$ cat src/rtl/i2c_bus_monitor.sv
// Passive I2C bus monitor: filtered SCL/SDA, START/STOP detection,
// byte/ACK decode, per-transaction byte count and protocol error flags.
module i2c_bus_monitor #(
   parameter int FILTER_LEN = 3,
   parameter int TIMEOUT_W  = 16,
   parameter int CNT_W      = 8
) (
   input  logic                 clk,
   input  logic                 rst,
   input  logic                 scl_i,
   input  logic                 sda_i,
   input  logic                 enable,
   input  logic [TIMEOUT_W-1:0] timeout_limit,
   output logic                 start_o,
   output logic                 rstart_o,
   output logic                 stop_o,
   output logic                 byte_valid_o,
   output logic [7:0]           byte_o,
   output logic                 ack_o,
   output logic                 is_addr_o,
   output logic [CNT_W-1:0]     byte_cnt_o,
   output logic                 busy_o,
   output logic                 err_o,
   output logic [1:0]           err_code_o
);
   localparam int FW = (FILTER_LEN > 1) ? $clog2(FILTER_LEN) : 1;
   localparam logic [FW-1:0] FMAX = FW'(FILTER_LEN - 1);

   typedef enum logic [1:0] {IDLE, DATA, ACKB} state_t;

   // bit 0 = SCL, bit 1 = SDA
   logic [1:0]    s1_q, s2_q, f_q, p_q;
   logic [FW-1:0] fc_q [2];

   always_ff @(posedge clk or posedge rst) begin
      if (rst) begin
         s1_q     <= 2'b11;
         s2_q     <= 2'b11;
         f_q      <= 2'b11;
         p_q      <= 2'b11;
         fc_q[0]  <= '0;
         fc_q[1]  <= '0;
      end else begin
         s1_q <= {sda_i, scl_i};
         s2_q <= s1_q;
         p_q  <= f_q;
         for (int i = 0; i < 2; i++) begin
            if (s2_q[i] == f_q[i]) begin
               fc_q[i] <= '0;
            end else if (fc_q[i] == FMAX) begin
               f_q[i]  <= s2_q[i];
               fc_q[i] <= '0;
            end else begin
               fc_q[i] <= fc_q[i] + 1'b1;
            end
         end
      end
   end

   logic start_c, stop_c, rise_c, partial;
   assign start_c = p_q[0] & f_q[0] & p_q[1] & ~f_q[1];
   assign stop_c  = p_q[0] & f_q[0] & ~p_q[1] & f_q[1];
   assign rise_c  = ~p_q[0] & f_q[0];

   state_t                 state_q, state_d;
   logic [3:0]             bit_q, bit_d;
   logic [7:0]             sh_q, sh_d, byte_q, byte_d;
   logic                   ack_q, ack_d, ia_q, ia_d, af_q, af_d;
   logic [CNT_W-1:0]       cnt_q, cnt_d;
   logic [TIMEOUT_W-1:0]   to_q, to_d, to_inc;
   logic [1:0]             code_q, code_d;
   logic                   start_q, start_d, rstart_q, rstart_d;
   logic                   stop_q, stop_d, bv_q, bv_d;
   logic                   err_q, err_d, busy_q, busy_d;

   // The SCL rise that sets up a START/STOP is counted as a bit, so a
   // byte is partial only once a further bit has been clocked.
   assign partial = (state_q == ACKB) || (state_q == DATA && bit_q > 4'd1);
   assign to_inc  = (to_q == '1) ? to_q : to_q + 1'b1;

   always_comb begin
      state_d  = state_q;
      bit_d    = bit_q;
      sh_d     = sh_q;
      byte_d   = byte_q;
      ack_d    = ack_q;
      ia_d     = ia_q;
      af_d     = af_q;
      cnt_d    = cnt_q;
      to_d     = to_q;
      code_d   = code_q;
      start_d  = 1'b0;
      rstart_d = 1'b0;
      stop_d   = 1'b0;
      bv_d     = 1'b0;
      err_d    = 1'b0;
      if (!enable) begin
         state_d = IDLE;
         bit_d   = '0;
         cnt_d   = '0;
         to_d    = '0;
      end else if (start_c) begin
         if (state_q == IDLE) start_d = 1'b1;
         else rstart_d = 1'b1;
         if (partial) begin
            err_d  = 1'b1;
            code_d = 2'b01;
         end
         state_d = DATA;
         bit_d   = '0;
         cnt_d   = '0;
         af_d    = 1'b1;
         to_d    = '0;
      end else if (stop_c) begin
         stop_d = 1'b1;
         if (partial) begin
            err_d  = 1'b1;
            code_d = 2'b01;
         end
         state_d = IDLE;
         bit_d   = '0;
         to_d    = '0;
      end else if (state_q != IDLE) begin
         if (!f_q[0]) begin
            to_d = to_inc;
            if (timeout_limit != '0 && to_inc == timeout_limit) begin
               err_d   = 1'b1;
               code_d  = 2'b10;
               state_d = IDLE;
               bit_d   = '0;
               to_d    = '0;
            end
         end else begin
            to_d = '0;
            if (rise_c) begin
               unique case (state_q)
                  DATA: begin
                     sh_d  = {sh_q[6:0], f_q[1]};
                     bit_d = bit_q + 4'd1;
                     if (bit_q == 4'd7) state_d = ACKB;
                  end
                  ACKB: begin
                     byte_d  = sh_q;
                     ack_d   = f_q[1];
                     ia_d    = af_q;
                     af_d    = 1'b0;
                     cnt_d   = (cnt_q == '1) ? cnt_q : cnt_q + 1'b1;
                     bv_d    = 1'b1;
                     bit_d   = '0;
                     state_d = DATA;
                  end
                  default: ;
               endcase
            end
         end
      end
      busy_d = (state_d != IDLE);
   end

   always_ff @(posedge clk or posedge rst) begin
      if (rst) begin
         state_q  <= IDLE;
         bit_q    <= '0;
         sh_q     <= '0;
         byte_q   <= '0;
         ack_q    <= 1'b1;
         ia_q     <= 1'b0;
         af_q     <= 1'b0;
         cnt_q    <= '0;
         to_q     <= '0;
         code_q   <= 2'b00;
         start_q  <= 1'b0;
         rstart_q <= 1'b0;
         stop_q   <= 1'b0;
         bv_q     <= 1'b0;
         err_q    <= 1'b0;
         busy_q   <= 1'b0;
      end else begin
         state_q  <= state_d;
         bit_q    <= bit_d;
         sh_q     <= sh_d;
         byte_q   <= byte_d;
         ack_q    <= ack_d;
         ia_q     <= ia_d;
         af_q     <= af_d;
         cnt_q    <= cnt_d;
         to_q     <= to_d;
         code_q   <= code_d;
         start_q  <= start_d;
         rstart_q <= rstart_d;
         stop_q   <= stop_d;
         bv_q     <= bv_d;
         err_q    <= err_d;
         busy_q   <= busy_d;
      end
   end

   assign start_o      = start_q;
   assign rstart_o     = rstart_q;
   assign stop_o       = stop_q;
   assign byte_valid_o = bv_q;
   assign byte_o       = byte_q;
   assign ack_o        = ack_q;
   assign is_addr_o    = ia_q;
   assign byte_cnt_o   = cnt_q;
   assign busy_o       = busy_q;
   assign err_o        = err_q;
   assign err_code_o   = code_q;

endmodule
$ cat config.mk
export PLATFORM = sky130hd
export DESIGN_NAME = i2c_bus_monitor
export DESIGN_NICKNAME = d
export VERILOG_FILES = /design/src/rtl/i2c_bus_monitor.sv
export SDC_FILE = /design/constraint.sdc
export NUM_CORES = 1
export LEC_CHECK = 0
export BUFFER_PORTS_ARGS = -buffer_cell sky130_fd_sc_hd__buf_4
export CAP_MARGIN = 25
export CELL_PAD_IN_SITES_DETAIL_PLACEMENT = 0
export CELL_PAD_IN_SITES_GLOBAL_PLACEMENT = 1
export CORE_ASPECT_RATIO = 0.9
export CORE_MARGIN = 4
export CORE_UTILIZATION = 49
export CTS_BUF_LIST = sky130_fd_sc_hd__clkbuf_4 sky130_fd_sc_hd__clkbuf_8 sky130_fd_sc_hd__clkbuf_16
export DETAILED_ROUTE_END_ITERATION = 16
export PLACE_DENSITY_LB_ADDON = 0.15
export SLEW_MARGIN = 20
export SYNTH_ARGS = -nofsm -noshare
export SYNTH_HDL_FRONTEND = slang
export SYNTH_SLANG_ARGS = --single-unit
export TNS_END_PERCENT = 5
$ cat constraint.sdc
create_clock -name clk -period 4.98 [get_ports clk]
set_clock_uncertainty 0.15 [all_clocks]
set_input_delay 0.498 -clock clk [delete_from_list [all_inputs] [get_ports clk]]
set_output_delay 0.498 -clock clk [all_outputs]
set_load 0.01 [all_outputs]
Word level (Yosys, flattened, before mapping):

Index checks and enable logic that the tools add are counted.

* input port bits: 21
* register bits after elaboration: 69
* output and inout port bits: 26
* word-level logic and storage cells: 156

* multiplexer cells: 71
* reduce and logical (&&, ||, !) cells: 21
* add/sub/neg operators: 5
* magnitude comparators: 1
* bitwise gates (word level): 13
* eq/ne operators: 22

Operators with widths (count)
* 16-bit two-way mux: 7
* 8-bit two-way mux: 8
* 2-bit two-way mux: 18
* 1-bit two-way mux: 29
* 4-bit two-way mux: 7
* 16-bit by 1-bit adder with 16-bit output (second input constant): 1
* 16-bit == test: 1
* 16-bit == test (second input constant): 1
* 16-bit nonzero test: 1
* 3-bit by 1-bit inequality test with 1-bit output (second input constant): 5
* 7-bit AND reduction: 2
* 6-bit AND reduction: 2
* 2-bit nonzero test: 6
* 8-bit by 1-bit adder with 8-bit output (second input constant): 1
* 8-bit == test (second input constant): 1
* 4-bit one-hot mux with 2 select lines: 1
* 4-bit AND reduction: 2
* 1-bit inverter: 7
* 1-bit bitwise AND: 6
* 2-bit == test (second input constant): 3
* 3-bit inequality test (second input constant): 2
* 6-bit by 2-bit inequality test with 1-bit output (second input constant): 1
* 3-bit nonzero test: 2
* 5-bit by 1-bit inequality test with 1-bit output (second input constant): 1
* other kinds (14): 18

Longest topological paths before layout:

* word-level depth: 11
* depth in mapped cells: 12
* mapped depth without buffers: 10

Worst setup path before layout:

OpenSTA, ideal clock, no wires.

* path kind: reg-to-reg
* start point: register to_q[0]
* end point: register to_q[9]
* data arrival time: 2795 ps
* library setup time: 125 ps
* setup slack: 1910 ps
* data required time: 4705 ps
* cell stages (with the launch flop): 13
* buffers on the path: 3
* period minus slack after synthesis: 3070 ps
* cells stage by stage: dfrtp_1 -> ha_1 -> buf_2 -> and3_1 -> buf_2 -> nand3_1 -> nor2_1 -> xnor2_1 -> or4_1 -> nor4b_4 -> buf_6 -> o31ai_1 -> mux2_4

* longest elaborated chain between the ends: 10
* elaborated cells between the ends (all ways): 11
* those cells by class: add/sub: 1; eq/ne: 2; mux: 7; reduce/logical: 1

RTL lines
* start: declaration: line 70 `logic [TIMEOUT_W-1:0] to_q, to_d, to_inc;`
* start signal: assignment: line 187 `to_q <= to_d;`
* 16-bit by 1-bit adder with 16-bit output or 16-bit == test (tied branches): line 79 `assign to_inc = (to_q == '1) ? to_q : to_q + 1'b1;`
* 16-bit two-way mux *: line 79
* 16-bit == test: line 126 `if (timeout_limit != '0 && to_inc == timeout_limit) begin`
* 1-bit logical AND: line 126
* 16-bit two-way mux *: line 126
* 16-bit two-way mux *: line 124 `if (!f_q[0]) begin`
* 16-bit two-way mux *: line 123 `end else if (state_q != IDLE) begin`
* 16-bit two-way mux *: line 114 `end else if (stop_c) begin`
* 16-bit two-way mux *: line 102 `end else if (start_c) begin`
* 16-bit two-way mux *: line 97 `if (!enable) begin`

Every way passes the cells marked *; elsewhere a longest branch is shown, timed or not. The select of a mux whose other input is x is not followed.
A chain may end at the register's enable or synchronous reset.

Worst setup path in the final report:

* start point: register to_q[0]
* end point: register to_q[10]

The elaborated chain is that of the path after synthesis.

==> reports/results.ini <==
[outcome]
status=complete, no violations

[pwr]
swShare=0.352
pwr_density_cell_mw_per_mm2=327
p_switching_mw=0.524
leakage_nw=2.07
peakVddDrop_mv=0.207
p_seq_frac=0.469
p_int_mw=0.966
total_power_mw=1.49
combinationalPowerShare=0.249
power.clock.fraction=0.282

[timing]
final-setup-viol-count=0
fmax_mhz=239
period_needed_ns=4.18
whs_ns=0.105
relSlewSlack=0.274
finalHoldViolations=0
fin_crit_sh=0.839
rsz0062_at_grt=no
slew_violations=0
worstMarginPinSlew_ns=1.08
setup_tns_ns=0
final.setup.worst_slack_ns=0.803

[place]
dp_slack_ns=0.950
place.gp.congestion=0.873
hpwl_mm=6.67
io_buffers=46

[synth]
syn_area_mm2=0.00401
syn_avg_cell_area_um2=9.63
yosys.area.top_type=dfrtp_1
ys_warn_count=0
synth_area_leaders=dfrtp_1 (37%), dfstp_2 (5.9%), xnor2_1 (5.5%), nand2_1 (5.4%), a21oi_1 (2.9%)
yosysUniqueCellTypes=70
synth_top_cell_area_share=0.375
syn_nets=445
synth-edff-count=0
yosysMostFrequentCell=dfrtp_1
synthCells=416
synthArstFlopShare=1.00
synth_common_cells=dfrtp_1 (60), nand2_1 (58), xnor2_1 (25), nor2_1 (24), a21oi_1 (23)
ys_seq_elements=69
synth_ff_type=dfrtp_1
yosysSeqAreaShare=0.434

[routing]
drc=0
via_per_inst=5.85
detail-route-antenna-nets=0
wl_met2_mm=4.08
wirelength_mm=9.18
vias=3257
wl_met1_mm=4.50
dr.pass1.iters=5
top_layer_used=met4
wl_met3_um=456
first_iter_violations=167
routedWlPerCell_um=16.5

[clocking]
cts_post_setup_buffers_inserted=0
clkLatencyLatePin_ns=0.34
cts_buffers=9
hold_buffers=0
cts_max_path_buffers=2
cts_sinks=69
clk_pin_slew_worst_paths_ns=0.08
cts_tree=built
htree_levels=3
cts_resized=0
root_buffer=clkbuf_8

[global_routing]
antenna_found_initial=0
overflow=0
grt_pass1_wl_mm=15.7
grt_max_degree=37
grt_util_all_layers=0.209
first_global_vias=3090

[worst_setup_path]
required_ns=5.01
cp.arrival_ns=4.20
cp_max_fo=16
end_kind=flip-flop
critPathLaunchType=flip-flop
critPathKind=reg2reg

[finish]
fin_nets=482
diodes=0
drive_gt1_frac=0.227
syn_to_final_growth_pct=13.6

[hold_path]
hold_class=in2reg

[floorplan]
io_pins=47
die_x_um=103
die-area_mm2=0.00969
initial_core_util=0.501
rows=31
core_area_mm2=0.00799
die_h_um=93.8

[job]
cap_violations=0

-- cells by family after synthesis --
kind of cell / Yosys count / synth area share
AO/OA/AOI/OAI: 81 / 0.135
XOR/XNOR: 30 / 0.0656
adder cells (fa/ha/maj): 8 / 0.0250
buffers and inverters: 34 / 0.0403
flip-flops: 69 / 0.434
multiplexers: 17 / 0.0465
AND/OR/NAND/NOR: 177 / 0.254
-- through the flow --
stage / std cells / util / instance area [um2]
after floorplan: 416 / - / 4010
after global placement: 541 / 0.547 / 4370
after detailed placement: 541 / 0.547 / 4370
after CTS: 557 / 0.569 / 4550
after global routing: 557 / 0.569 / 4550
final: 557 / 0.569 / 4550
-- state kept, by name, indices dropped and copies added (netlist names) --
| signal | cells |
|---|---|
| p_q | 2 |
| sh_q | 8 |
| to_q | 16 |
| f_q | 2 |
| byte_valid_o | 1 |
| af_q | 1 |
| byte_o | 8 |
| err_code_o | 2 |
| state_q | 2 |
| busy_o | 1 |
| rstart_o | 1 |
| stop_o | 1 |
| bit_q | 4 |
| fc_q | 4 |
| s1_q | 2 |
| start_o | 1 |
| is_addr_o | 1 |
| s2_q | 2 |
| byte_cnt_o | 8 |
| err_o | 1 |
| ack_o | 1 |
-- power by group through the flow --
stage	registers, mW	clock network [mW]	logic [mW]
floorplan	0.682	0	0.290
global placement	0.706	0	0.365
detailed placement	0.710	0	0.367
CTS	0.699	0.432	0.369
global route	0.711	0.453	0.413
finish	0.698	0.420	0.371
-- cells in the final DEF (no fill, tap or decap), types with 10 or more instances in the layout --
master   instances
nor3_1          14
xnor2_1         25
nand2_1         58
a21oi_1         23
inv_1           11
dfrtp_1         60
buf_4           47
nor2_1          24
o21ai_0         14
nand4_1         10
nand3_1         13
-- metal layers --
layer | up-vias | global-route usage
li1 | 1575 | -
met1 | 1571 | 0.309
met2 | 95 | 0.304
met3 | 16 | 0.0475
met4 | 0 | 0.0593
met5 | - | 0
-- worst max-delay path, stage by stage, from the launching register on --
cell	delay [ns]
dfrtp_1	0.45
ha_1	0.35
nand4_1	0.13
nor4_1	0.83
nor2_1	0.20
xnor2_1	0.21
a211o_1	0.33
nor4b_4	0.86
or2_2	0.37
a221oi_1	0.13
-- worst paths after layout --
check	start	endpoint	slack, ns	depth (start not counted)
setup / recovery	to_q[0]$_DFFE_PP0P_	to_q[10]$_DFFE_PP0P_	0.80	9
hold / removal	sda_i	s1_q[1]$_DFF_PP1_	0.10	1
setup reg to reg	to_q[0]$_DFFE_PP0P_	to_q[10]$_DFFE_PP0P_	0.80	9
hold reg to reg	s1_q[1]$_DFF_PP1_	s2_q[1]$_DFF_PP1_	0.21	0
max in group asynchronous	rst	p_q[1]$_DFF_PP1_	3.59	3
min in group asynchronous	rst	to_q[5]$_DFFE_PP0P_	0.13	2
-- cell type report --
class	count	area, um2
clock buffer	10	131
clock inverter	6	47.5
fill	731	3440
inverter	13	48.8
multi-input combinational	313	2110
sequential	69	1740
tap	99	124
timing repair buffer	47	353
(Power assumes the default switching activity.)
